### config.mk
export PLATFORM = sky130hd
export DESIGN_NAME = cpu_sequencer
export DESIGN_NICKNAME = d
export VERILOG_FILES = /design/src/rtl/cpu_sequencer_pkg.sv /design/src/rtl/cpu_sequencer_watchdog.sv /design/src/rtl/cpu_sequencer.sv
export SDC_FILE = /design/constraint.sdc
export NUM_CORES = 1
export LEC_CHECK = 0
export BUFFER_PORTS_ARGS = -buffer_cell sky130_fd_sc_hd__clkbuf_2
export CAP_MARGIN = 10
export CORE_UTILIZATION = 40
export DETAILED_ROUTE_END_ITERATION = 10
export PLACE_DENSITY = 0.72
export SETUP_SLACK_MARGIN = 0.3
export SYNTH_ARGS = -nofsm -noshare
export SYNTH_HDL_FRONTEND = slang
export SYNTH_SLANG_ARGS = --single-unit
### constraint.sdc
create_clock -name clk -period 1.4 [get_ports clk]
set_input_delay 0.28 -clock clk [delete_from_list [all_inputs] [get_ports clk]]
set_output_delay 0.28 -clock clk [all_outputs]
set_load 0.01 [all_outputs]
### src/rtl/cpu_sequencer_pkg.sv
// rtl/cpu_sequencer_pkg.sv - state codes, default sizing and helpers shared by the dCPU sequencer
package cpu_sequencer_pkg;

  typedef enum logic [2:0] {
    SEQ_FETCH  = 3'd0,
    SEQ_DECODE = 3'd1,
    SEQ_EXEC   = 3'd2,
    SEQ_MEM    = 3'd3,
    SEQ_WB     = 3'd4,
    SEQ_HALT   = 3'd5
  } seq_state_e;

  localparam int SEQ_XLEN    = 32;
  localparam int SEQ_TIMEOUT = 16;
  localparam int SEQ_TO_W    = 5;

  function automatic logic needs_mem(input logic is_load, input logic is_store);
    return is_load | is_store;
  endfunction

endpackage

### src/rtl/cpu_sequencer_watchdog.sv
// rtl/cpu_sequencer_watchdog.sv - seq_watchdog: bus wait counter, expires on the TIMEOUT-th unanswered cycle
module seq_watchdog
  import cpu_sequencer_pkg::*;
#(
  parameter int TIMEOUT = SEQ_TIMEOUT,
  parameter int TO_W    = SEQ_TO_W
) (
  input  logic clk,
  input  logic rst,
  input  logic req,
  input  logic ready,
  output logic expire
);

  logic [TO_W-1:0] count;

  // Requests never span two states back to back without a handshake, so
  // clearing on !req or ready also covers every state change.
  always_ff @(posedge clk) begin
    if (rst || !req || ready) begin
      count <= '0;
    end else begin
      count <= count + TO_W'(1);
    end
  end

  generate
    if (TIMEOUT > 0) begin : g_on
      localparam logic [TO_W-1:0] LAST = TO_W'(TIMEOUT - 1);
      assign expire = req && !ready && (count == LAST);
    end else begin : g_off
      assign expire = 1'b0;
    end
  endgenerate

endmodule

### src/rtl/cpu_sequencer.sv
// rtl/cpu_sequencer.sv - multi-cycle fetch/decode/exec/mem/wb control FSM with bus watchdog
// DCPU_PERF_CNT_EN adds cycle_cnt and instret performance counters.
module cpu_sequencer
  import cpu_sequencer_pkg::*;
#(
  parameter int XLEN    = SEQ_XLEN,
  parameter int TIMEOUT = SEQ_TIMEOUT,
  parameter int TO_W    = SEQ_TO_W
) (
  input  logic            clk,
  input  logic            rst,
  output logic            imem_req,
  input  logic            imem_ready,
  input  logic [XLEN-1:0] imem_rdata,
  output logic [XLEN-1:0] ir,
  input  logic            dec_is_load,
  input  logic            dec_is_store,
  input  logic            dec_reg_we,
  input  logic            dec_is_halt,
  output logic            dmem_req,
  output logic            dmem_we,
  input  logic            dmem_ready,
  output logic            rf_we,
  output logic            pc_we,
  output logic            halted,
  output logic            bus_err,
  output logic [2:0]      state
`ifdef DCPU_PERF_CNT_EN
  ,
  output logic [31:0]     cycle_cnt,
  output logic [31:0]     instret
`endif
);

  seq_state_e      state_q, state_d;
  logic [XLEN-1:0] ir_q;
  logic            bus_err_q;
  logic            wd_req, wd_ready, expire;

  // Derived from the state register, not from the FSM outputs, to keep the
  // watchdog out of a combinational loop with the next-state logic.
  assign wd_req   = !rst && (state_q == SEQ_FETCH || state_q == SEQ_MEM);
  assign wd_ready = (state_q == SEQ_FETCH && imem_ready) ||
                    (state_q == SEQ_MEM && dmem_ready);

  seq_watchdog #(
    .TIMEOUT (TIMEOUT),
    .TO_W    (TO_W)
  ) u_watchdog (
    .clk    (clk),
    .rst    (rst),
    .req    (wd_req),
    .ready  (wd_ready),
    .expire (expire)
  );

  always_ff @(posedge clk) begin
    if (rst) begin
      state_q   <= SEQ_FETCH;
      ir_q      <= '0;
      bus_err_q <= 1'b0;
    end else begin
      state_q <= state_d;
      if (state_q == SEQ_FETCH && imem_ready) begin
        ir_q <= imem_rdata;
      end
      if (expire) begin
        bus_err_q <= 1'b1;
      end
    end
  end

  // All requests and strobes are held low while rst is asserted.
  always_comb begin
    state_d  = state_q;
    imem_req = 1'b0;
    dmem_req = 1'b0;
    dmem_we  = 1'b0;
    rf_we    = 1'b0;
    pc_we    = 1'b0;
    halted   = 1'b0;
    if (!rst) begin
      case (state_q)
        SEQ_FETCH: begin
          imem_req = 1'b1;
          if (imem_ready) begin
            state_d = SEQ_DECODE;
          end else if (expire) begin
            state_d = SEQ_HALT;
          end
        end
        SEQ_DECODE: begin
          state_d = dec_is_halt ? SEQ_HALT : SEQ_EXEC;
        end
        SEQ_EXEC: begin
          state_d = needs_mem(dec_is_load, dec_is_store) ? SEQ_MEM : SEQ_WB;
        end
        SEQ_MEM: begin
          dmem_req = 1'b1;
          dmem_we  = dec_is_store;
          if (dmem_ready) begin
            if (dec_is_store) begin
              pc_we   = 1'b1;
              state_d = SEQ_FETCH;
            end else begin
              state_d = SEQ_WB;
            end
          end else if (expire) begin
            state_d = SEQ_HALT;
          end
        end
        SEQ_WB: begin
          rf_we   = dec_reg_we | dec_is_load;
          pc_we   = 1'b1;
          state_d = SEQ_FETCH;
        end
        SEQ_HALT: begin
          halted = 1'b1;
        end
        default: begin
          state_d = SEQ_HALT;
        end
      endcase
    end
  end

  assign ir      = ir_q;
  assign bus_err = bus_err_q;
  assign state   = state_q;

`ifdef DCPU_PERF_CNT_EN
  always_ff @(posedge clk) begin
    if (rst) begin
      cycle_cnt <= '0;
      instret   <= '0;
    end else begin
      if (state_q != SEQ_HALT) begin
        cycle_cnt <= cycle_cnt + 32'd1;
      end
      if (pc_we) begin
        instret <= instret + 32'd1;
      end
    end
  end
`endif

endmodule

==> flow_metrics.tcl <==
set metrics [dict create \
    status "finished with violations" \
    failed_checks "setup timing" \
    drtPass1Iterations 4 \
    start_util 0.420 \
    internal_power_w 0.00215 \
    final_layout_size_suffix_gt1_frac 0.655 \
    htreeDepth 2 \
    hp-start "imem_rdata[0]" \
    drtAntennaViolNets 0 \
    synth_cell_types 34 \
    placedCellCount 335 \
    clock_sinks 41 \
    vias_per_cell 4.78 \
    drv_cap 0 \
    setup_slack_ns -0.146 \
    r2r-start "state[1]" \
    die_y_um 70.1 \
    first_iter_violations 69 \
    cts_buffers 5 \
    grt_first_pass_wirelength_um 7420 \
    wl_per_cell_um 12.3 \
    clock_tree.buffer_depth 2 \
    startpoint_type "register" \
    antenna_cells 0 \
    die_w_um 70.1 \
    worstPathArrival_ns 1.27 \
    synth_nets 247 \
    yosysTopAreaCellShare 0.442 \
    ys_seq_area_frac 0.442 \
    fin_skew_ns 0.00577 \
    seqPwrFrac 0.426 \
    syn-cell-area_um2 1860 \
    clock.fmax_ghz 0.647 \
    fin_crit_sh 1.10 \
    final_nets 355 \
    synth.area.top_cells "dfxtp_1, a21oi_2, nand2_1" \
    crit_required_ns 1.12 \
    worstSetupPathType "register to primary output" \
    grt_max_degree 32 \
    fin_cells 365 \
    yosys.area.top_type "dfxtp_1" \
    dp_hpwl_um 2970 \
    irDropWorstVdd_v 0.000695 \
    synthCells 205 \
    root_buffer "clkbuf_8" \
    reg2reg_setup_slack_ns -0.10 \
    maxSlewHeadroom 0.676 \
    design.core.area_um2 4410 \
    antenna_found_initial 0 \
    slew_viol_final 0 \
    clk_latency_ns 0.29 \
    timing.final.hold_violations 0 \
    p_per_area_nw_per_um2 1040 \
    drc_errors 0 \
    num_vias 1746 \
    worst_slew_pin_slew_ns 0.486 \
    yosys_warnings 0 \
    swShare 0.305 \
    cts_tree "yes" \
    placement.cell_area_um2 2530 \
    overflow 0 \
    setup_violations 35 \
    post-place-ws_ns -0.0389 \
    synth_seq_cells 41 \
    grt_pass1_vias 1681 \
    end_kind "primary output" \
    p_sw_w 0.000942 \
    syn_avg_cell_area_um2 9.05 \
    finalPower_w 0.00309 \
    clkPwrFrac 0.252 \
    gr-usage-all-layers 0.191 \
    startpoint "state[2]" \
    io_pins 82 \
    areaGrowthSynthToFinish_pct 60.6 \
    die_area_um2 4920 \
    leakagePower_nw 1.41 \
    period_minus_slack_ns 1.55 \
    rsz0062_at_grt "true" \
    portBuffers 81 \
    design_area_um2 2980 \
    wirelength_um 4490 \
    hold_slack_ns 0.207 \
    gp_congestion 0.863 \
    rows 24 \
    cp_max_fo 4 \
    cts.clk_slew.worst_paths_ns 0.08 \
    hold_path.class "input port to register" \
    combPwrFrac 0.322 \
]
==> power groups by stage <==
stage,clock network [W],logic (W),registers (W)
5_1_grt,0.000859,0.00107,0.00133
3_5_place_dp,0,0.000756,0.00135
6_report,0.000779,0.000995,0.00132
3_3_place_gp,0,0.000747,0.00135
2_1_floorplan,0,0.000512,0.00137
4_1_cts,0.000803,0.000977,0.00131
==> area by class of cell <==
| type | count | area (µm²) |
|---|---|---|
| fillers | 357 | 1440 |
| flip-flops and latches | 41 | 835 |
| multi-input cells | 147 | 1140 |
| clock buffers | 7 | 86.3 |
| repair buffers | 116 | 841 |
| inverters | 2 | 7.51 |
| well taps | 52 | 65.1 |
==> cell usage after synthesis (all sizes together) <==
library cell,number
buf,12
clkbuf,2
nor3,6
dfxtp,41
ha,2
a31oi,2
nor2,12
o22ai,1
o21ai,3
xnor2,1
nand3,1
o31ai,1
nor3b,1
and2,2
xor2,1
nor4b,1
nand2b,1
a21oi,35
nand2,69
nor4,1
dlygate4sd1,1
and4b,1
a211oi,1
inv,2
or2,1
and3,2
o21a,1
o211ai,1
==> final timing paths <==
kind / endpoint / cells past startpoint
setup reg to reg: ir[6] / 9
hold / removal: ir[0] / 3
setup / recovery: dmem_we / 4
hold reg to reg: ir[7] / 2
==> what timing repair did <==
action                     CTS  global route
gates cloned                 2             0
gates resized for setup     25            18
setup endpoints to repair   50            50
pin swaps                   19             4
setup buffers               19             2
hold buffers                 0             0
==> metrics by stage <==
step | TNS (ns) | utilization
after floorplan | 0 | -
after global routing | -4.14 | 0.675
after detailed placement | -0.0389 | 0.572
after CTS | -2.08 | 0.661
after global placement | 0 | 0.572
final | -1.90 | 0.675
==> critical path: stages, from the launching register on <==
cell     delay, ns
dfxtp_4       0.37
buf_6         0.13
nor3_4        0.21
and2_4        0.17
buf_6         0.09
==> cells by family after synthesis <==
family	after synthesis	synth area share
AND/OR/NAND/NOR	98	0.251
XOR/XNOR	2	0.00944
flip-flops	41	0.442
buffers and inverters	17	0.0944
adder cells (fa/ha/maj)	2	0.0135
AO/OA/AOI/OAI	45	0.189
==> registers in the layout, summed over array words and instances, names as in the netlist <==
name,count
u_watchdog.count,5
ir,32
state,3
bus_err,1
==> placed cells by master, fill, tap and decap left out, drive strengths merged <==
master / n
ha: 2
o211ai: 1
nor4b: 1
o31ai: 1
nand3: 1
o21a: 1
and4b: 1
or2: 1
xor2: 1
nor4: 1
and3: 2
a31oi: 2
nor3b: 1
clkbuf: 80
nor2: 12
o21ai: 3
inv: 2
a21oi: 35
nand2: 69
a211oi: 1
and2: 2
o22ai: 1
xnor2: 1
dfxtp: 41
nor3: 6
buf: 43
nand2b: 1
==> metal layers <==
layer  wire length [µm]  GRT usage
met1               2040      0.230
met2               2120      0.323
met3                256     0.0447
met4                 70     0.0822
met5                  0          0
Power figures use the tool's default switching activity.
